[config.mk]
export PLATFORM = sky130hd
export DESIGN_NAME = act_unit_pipe
export DESIGN_NICKNAME = d
export VERILOG_FILES = /design/src/rtl/act_unit_pipe_pkg.sv /design/src/rtl/act_unit_pipe_lane.sv /design/src/rtl/act_unit_pipe.sv
export SDC_FILE = /design/constraint.sdc
export NUM_CORES = 1
export LEC_CHECK = 0
export ABC_AREA = 1
export BUFFER_PORTS_ARGS = -buffer_cell sky130_fd_sc_hd__buf_2
export CORE_MARGIN = 4
export CORE_UTILIZATION = 56
export DETAILED_ROUTE_END_ITERATION = 12
export PLACE_DENSITY = 0.81
export SETUP_SLACK_MARGIN = 0.4
export SLEW_MARGIN = 10
export SYNTH_ARGS = -nofsm -noshare
export SYNTH_HDL_FRONTEND = slang
export SYNTH_SLANG_ARGS = --single-unit
[constraint.sdc]
create_clock -name clk -period 4.58 [get_ports clk]
set_clock_uncertainty 0.2 [all_clocks]
set_input_delay 0.916 -clock clk [delete_from_list [all_inputs] [get_ports clk]]
set_output_delay 0.916 -clock clk [all_outputs]
set_load 0.01 [all_outputs]
[src/rtl/act_unit_pipe_pkg.sv]
// act_unit_pipe_pkg: shared activation modes and output-format helpers.
package act_unit_pipe_pkg;
  typedef enum logic [1:0] {BYPASS = 2'd0, RELU = 2'd1, LEAKY = 2'd2, CLIP = 2'd3} act_mode_t;
  function automatic int calc_out_w(input int dw);
    return dw + 4;
  endfunction
  function automatic logic [63:0] sat_max(input int w);
    return (64'd1 << (w - 1)) - 64'd1;
  endfunction
  function automatic logic [63:0] sat_min(input int w);
    return 64'd1 << (w - 1);
  endfunction
endpackage

[src/rtl/act_unit_pipe_lane.sv]
// act_lane: combinational single-lane activation, range check, saturation and clip.
module act_lane
  import act_unit_pipe_pkg::*;
#(
  parameter int DATA_WIDTH       = 16,
  parameter int WEIGHT_INT_WIDTH = 4,
  parameter int LEAK_SHIFT       = 3,
  localparam int XW    = 2 * DATA_WIDTH,
  localparam int OUT_W = calc_out_w(DATA_WIDTH),
  localparam int H     = XW - 2 - WEIGHT_INT_WIDTH
) (
  input  logic signed [XW-1:0]    i_x,
  input  act_mode_t               i_mode,
  input  logic        [OUT_W-2:0] i_clip,
  output logic        [OUT_W-1:0] o_r,
  output logic                    o_sat
);
  logic signed [XW-1:0]    w_shr;
  logic signed [XW-1:0]    w_p;
  logic        [XW-1-H:0]  w_top;
  logic                    w_fit;
  logic        [OUT_W-1:0] w_sr;
  logic                    w_clip;
  logic                    w_unused_lsb;
  assign w_shr = i_x >>> LEAK_SHIFT;
  assign w_p   = (i_mode == BYPASS || !i_x[XW-1]) ? i_x : (i_mode == LEAKY) ? w_shr : '0;
  assign w_top = w_p[XW-1:H];
  assign w_fit = (w_top == '0) || (w_top == '1);
  // Overflow direction follows the sign of the pre-activation value.
  assign w_sr  = w_fit ? w_p[H -: OUT_W] :
                 w_p[XW-1] ? OUT_W'(sat_min(OUT_W)) : OUT_W'(sat_max(OUT_W));
  assign w_clip = (i_mode == CLIP) && (w_sr > {1'b0, i_clip});
  assign o_r    = w_clip ? {1'b0, i_clip} : w_sr;
  assign o_sat  = !w_fit || w_clip;
  assign w_unused_lsb = ^w_p[H-OUT_W:0];
endmodule

[src/rtl/act_unit_pipe.sv]
// act_unit_pipe: NUM_CH-lane activation stage, two-register pipeline with saturation counter.
module act_unit_pipe
  import act_unit_pipe_pkg::*;
#(
  parameter int DATA_WIDTH       = 16,
  parameter int WEIGHT_INT_WIDTH = 4,
  parameter int NUM_CH           = 4,
  parameter int LEAK_SHIFT       = 3,
  parameter int CNT_WIDTH        = 16
) (
  input  logic                                        clk,
  input  logic                                        rst_n,
  input  logic [1:0]                                  mode,
  input  logic [calc_out_w(DATA_WIDTH)-2:0]           clip_val,
  input  logic                                        in_valid,
  output logic                                        in_ready,
  input  logic [NUM_CH*2*DATA_WIDTH-1:0]              in_data,
  output logic                                        out_valid,
  input  logic                                        out_ready,
  output logic [NUM_CH*calc_out_w(DATA_WIDTH)-1:0]    out_data,
  output logic [NUM_CH-1:0]                           out_sat,
  input  logic                                        cnt_clr,
  output logic [CNT_WIDTH-1:0]                        sat_count
);
  localparam int OUT_W = calc_out_w(DATA_WIDTH);
  localparam int XW    = 2 * DATA_WIDTH;
  localparam int SW    = CNT_WIDTH + $clog2(NUM_CH + 1);
  localparam logic [CNT_WIDTH-1:0] CNT_MAX = '1;
  logic [NUM_CH*OUT_W-1:0] w_r;
  logic [NUM_CH-1:0]       w_sat;
  logic                    w_s1_en;
  logic                    w_s2_en;
  logic [SW-1:0]           w_sum;
  logic [CNT_WIDTH-1:0]    w_cnt_nxt;
  logic                    r_s1_valid;
  logic [NUM_CH*OUT_W-1:0] r_s1_data;
  logic [NUM_CH-1:0]       r_s1_sat;
  logic                    r_out_valid;
  logic [NUM_CH*OUT_W-1:0] r_out_data;
  logic [NUM_CH-1:0]       r_out_sat;
  logic [CNT_WIDTH-1:0]    r_cnt;
  for (genvar g = 0; g < NUM_CH; g++) begin : g_lane
    act_lane #(
      .DATA_WIDTH       (DATA_WIDTH),
      .WEIGHT_INT_WIDTH (WEIGHT_INT_WIDTH),
      .LEAK_SHIFT       (LEAK_SHIFT)
    ) u_lane (
      .i_x    (in_data[g*XW +: XW]),
      .i_mode (act_mode_t'(mode)),
      .i_clip (clip_val),
      .o_r    (w_r[g*OUT_W +: OUT_W]),
      .o_sat  (w_sat[g])
    );
  end
  assign w_s2_en  = !r_out_valid || out_ready;
  assign w_s1_en  = !r_s1_valid || w_s2_en;
  assign in_ready = w_s1_en;
  // Widened sum so a carry past the counter width is detected and clamped.
  assign w_sum     = SW'(r_cnt) + SW'($countones(r_s1_sat));
  assign w_cnt_nxt = (w_sum > SW'(CNT_MAX)) ? CNT_MAX : w_sum[CNT_WIDTH-1:0];
  always_ff @(posedge clk) begin
    if (!rst_n) begin
      r_s1_valid  <= 1'b0;
      r_s1_data   <= '0;
      r_s1_sat    <= '0;
      r_out_valid <= 1'b0;
      r_out_data  <= '0;
      r_out_sat   <= '0;
      r_cnt       <= '0;
    end else begin
      if (w_s1_en) begin
        r_s1_valid <= in_valid;
        r_s1_data  <= w_r;
        r_s1_sat   <= w_sat;
      end
      if (w_s2_en) begin
        r_out_valid <= r_s1_valid;
        r_out_data  <= r_s1_data;
        r_out_sat   <= r_s1_sat;
      end
      r_cnt <= cnt_clr ? '0 : (w_s2_en && r_s1_valid) ? w_cnt_nxt : r_cnt;
    end
  end
  assign out_valid = r_out_valid;
  assign out_data  = r_out_data;
  assign out_sat   = r_out_sat;
  assign sat_count = r_cnt;
endmodule
==> reports/qor.yml <==
arrival_ns: 4.15
cts_tree: "yes"
synth_top_cell_by_area: "dfxtp_1"
gp_congestion: 0.969
hold_viol: 0
synth-edff-count: 0
synth_compound_area_share_pct: 20.2
met3_usage_pct: 5.97
vias: 12502
final.period_utilization_pct: 86.9
netlist_area_sq_um: 11900
syn_area_per_cell_sq_um: 6.89
routed_wl_mm: 37.2
synthFlopType: "dfxtp_1"
critical_path_buf_inv_count: 6
clock-sinks: 186
worstSkewPairLatency_ns: 0.43
areaGrowthSynthToFinish_pct: 15.0
first_global_vias: 10809
ys_async_sr_fraction_pct: 0
fp.dieArea_sq_um: 23700
maxCapViolCount: 0
met1_usage_pct: 43.1
synthMuxAreaShare_pct: 0
cp_max_fo: 18
overflow: 0
netlist_instances: 1730
cts_hold_buf: 0
min_path_type: "flop to flop"
cts-buffers-inserted: 17
pre_cts_ws_ns: 0.129
r2r_slack_ns: 1.54
syn_nets: 1964
yosys_warnings: 0
synth_top_family_by_area: "simple AND/OR/NAND/NOR gates"
yosysSeqAreaShare_pct: 31.2
yosysUniqueCellTypes: 38
peakVddDrop_mv: 0.271
slowest_delay_ns: 0.31
synth-xor-area-share_pct: 0.588
drv_slew: 0
core_sq_um: 21000
wl_per_cell_microns: 17.0
htreeDepth: 4
clkSlewWorstSetupHoldPaths_ns: 0.07
outcome: "complete, no violations"
start_util_pct: 56.9
grtUsageMet2_pct: 44.8
finalPower_mw: 4.46
grt_pass1_wl_mm: 56.9
antenna_found_initial: 1
drt_pass1_iterations: 6
grt_max_degree: 142
ctsRootBufferMaster: "clkbuf_16"
required_ns: 4.75
drive_gt1_share_pct: 19.9
fmax_mhz: 251
nNetsFinal: 2136
holdWs_ns: 0.252
postLayoutSetupSlackWorst_ns: 0.601
synth_top_area_share_pct: 31.2
setup.worst_path.class: "input port to flop"
path_cells: "buf_2 -> inv_2 -> nor2_8 -> nand2_2 -> inv_2 -> nand2_1 -> nand2_2 -> nor2_1 -> nand2_1 -> nand2_2 -> buf_4 -> a21oi_1 -> ha_1 -> a21oi_1 -> o21a_1 -> nor2_1 -> nor2_1 -> nand3_2 -> nand3_1 -> buf_4 -> nand2_1 -> nand3_1 -> nand2_1 -> inv_1"
leakagePower_nw: 7.25
synthSimpleGateAreaFrac_pct: 28.2
yosys.area_share.adder_pct: 8.58
diodes: 0
die_w_microns: 154
rsz0062_at_grt: "no"
ys_ff_latch: 186
die_height_microns: 154
worst_path_most_repeated_cell: "nand2_1"
critPathTopFamily: "simple AND/OR/NAND/NOR gates"
numPortBuffers: 227
setup_viol_count_final: 0
start_kind: "input port"
drt_iter0_drc: 1460
fin_tns_setup_ns: 0
worst_path_max_delay_cell: "ha_1"
cts_buffer_depth: 2
rows: 53
max_slew_margin_pct: 31.3
synthTopCellsByArea: "dfxtp_1 (31%), nand2_1 (8.3%), ha_1 (8.1%)"
io_pins: 256
global_route.usage.total_pct: 29.7
avgViaCountPerCell: 5.71
worst_pin_slew_ns: 1.03
drc: 0
power-per-cell-area_nw_per_um2: 325
dp_hpwl_mm: 27.9
final_antenna_net_count: 0
end_kind: "flop"
busiest_layer: "met2"
layout_min_cycle_time_ns: 3.98
## worst paths after layout
kind | from | to | cells after the start
hold / removal | r_s1_data[71]$_SDFFE_PN0P_ | out_data[71]$_SDFFE_PN0N_ | 2
hold reg to reg | r_s1_data[71]$_SDFFE_PN0P_ | out_data[71]$_SDFFE_PN0N_ | 2
setup / recovery | mode[1] | r_s1_data[53]$_SDFFE_PN0P_ | 24
setup reg to reg | r_s1_sat[0]$_SDFFE_PN0P_ | sat_count[7]$_SDFFE_PP0P_ | 13
## worst reg2reg max path, delay by kind of cell (launching register included)
family,cells,cell delay (ns)
simple gates,5,0.85
buf+inv,4,0.40
fa+ha+maj,3,1.11
flops,1,0.39
compound gates,1,0.06
## cell usage after synthesis, types with 5 or more instances
cell,count
nand3b_1,5
nand4_1,87
buf_6,8
inv_1,180
nand2_2,16
nand2_1,264
clkbuf_1,53
a21oi_1,147
dfxtp_1,186
a22oi_1,76
buf_2,38
nand3_1,99
inv_2,8
ha_1,77
xor2_1,6
o21ai_0,107
buf_4,8
a21oi_2,27
a31oi_1,8
nand3_2,8
nor3_1,17
nor2_1,255
o21a_1,10
## layout make-up
class	count	area, sq um
clock inverter	12	115
multi-input combinational	1238	6890
fill	1912	7240
inverter	191	718
sequential	186	3720
timing repair buffer	268	1470
clock buffer	20	457
tap	275	344
## through the flow
stage | utilization [%] | area [sq um] | cells
after floorplan | - | 11900 | 1730
after global placement | 62.6 | 13100 | 2155
after detailed placement | 62.6 | 13100 | 2155
after CTS | 65.3 | 13700 | 2187
after global routing | 65.4 | 13700 | 2190
final | 65.4 | 13700 | 2190
## state kept, by name, indices dropped and copies added (netlist names)
signal      flops
out_data       80
r_s1_data      80
sat_count      16
out_sat         4
r_s1_sat        4
out_valid       1
r_s1_valid      1
## where the power goes
part / switching (mW) / internal [mW]
registers: 0.0764 / 1.77
logic: 0.770 / 0.425
clock network: 0.631 / 0.784
total: 1.48 / 2.98
## kinds of logic (layout without fill, tap and decap cells)
group | count (synthesis) | after routing
AO/OA/AOI/OAI | 390 | 390
flip-flops | 186 | 186
XOR/XNOR | 8 | 8
AND/OR/NAND/NOR | 760 | 760
adder cells (fa/ha/maj) | 80 | 80
buffers and inverters | 306 | 491
## routing by layer
layer | wire [microns] | vias to the layer above
li1 | - | 6154
met1 | 16400 | 5634
met2 | 16100 | 645
met3 | 3690 | 67
met4 | 941 | 2
met5 | 7 | -
## placed cells by master, fill, tap and decap left out, types with 3 or more instances in the layout
master      instances
clkinv_4            3
a31oi_4             4
nand3_1            99
inv_6               3
a22oi_1            76
nand2_2            18
a31oi_1             8
xor2_1              6
nor2_1            253
nand2_1           262
clkinvlp_4          3
nand3b_1            5
dfxtp_1           186
buf_2             227
inv_2              10
o21a_1             10
inv_1             179
nand3_2             8
o21ai_0           107
nand4_1            87
fa_1                3
nor3_1             17
nor2_2              6
clkinv_2            3
buf_4              39
a21oi_2            29
o21bai_4            4
ha_1               77
a21oi_1           145
o211ai_1            4
clkbuf_16          17
## what timing repair did
action | 4_1_cts | 5_1_grt
endpoints found under the setup margin | 0 | 23
gates resized for setup | 0 | 4
setup buffers | 0 | 3
endpoints found under the hold margin | 0 | 0
Power figures use the tool's default switching activity.
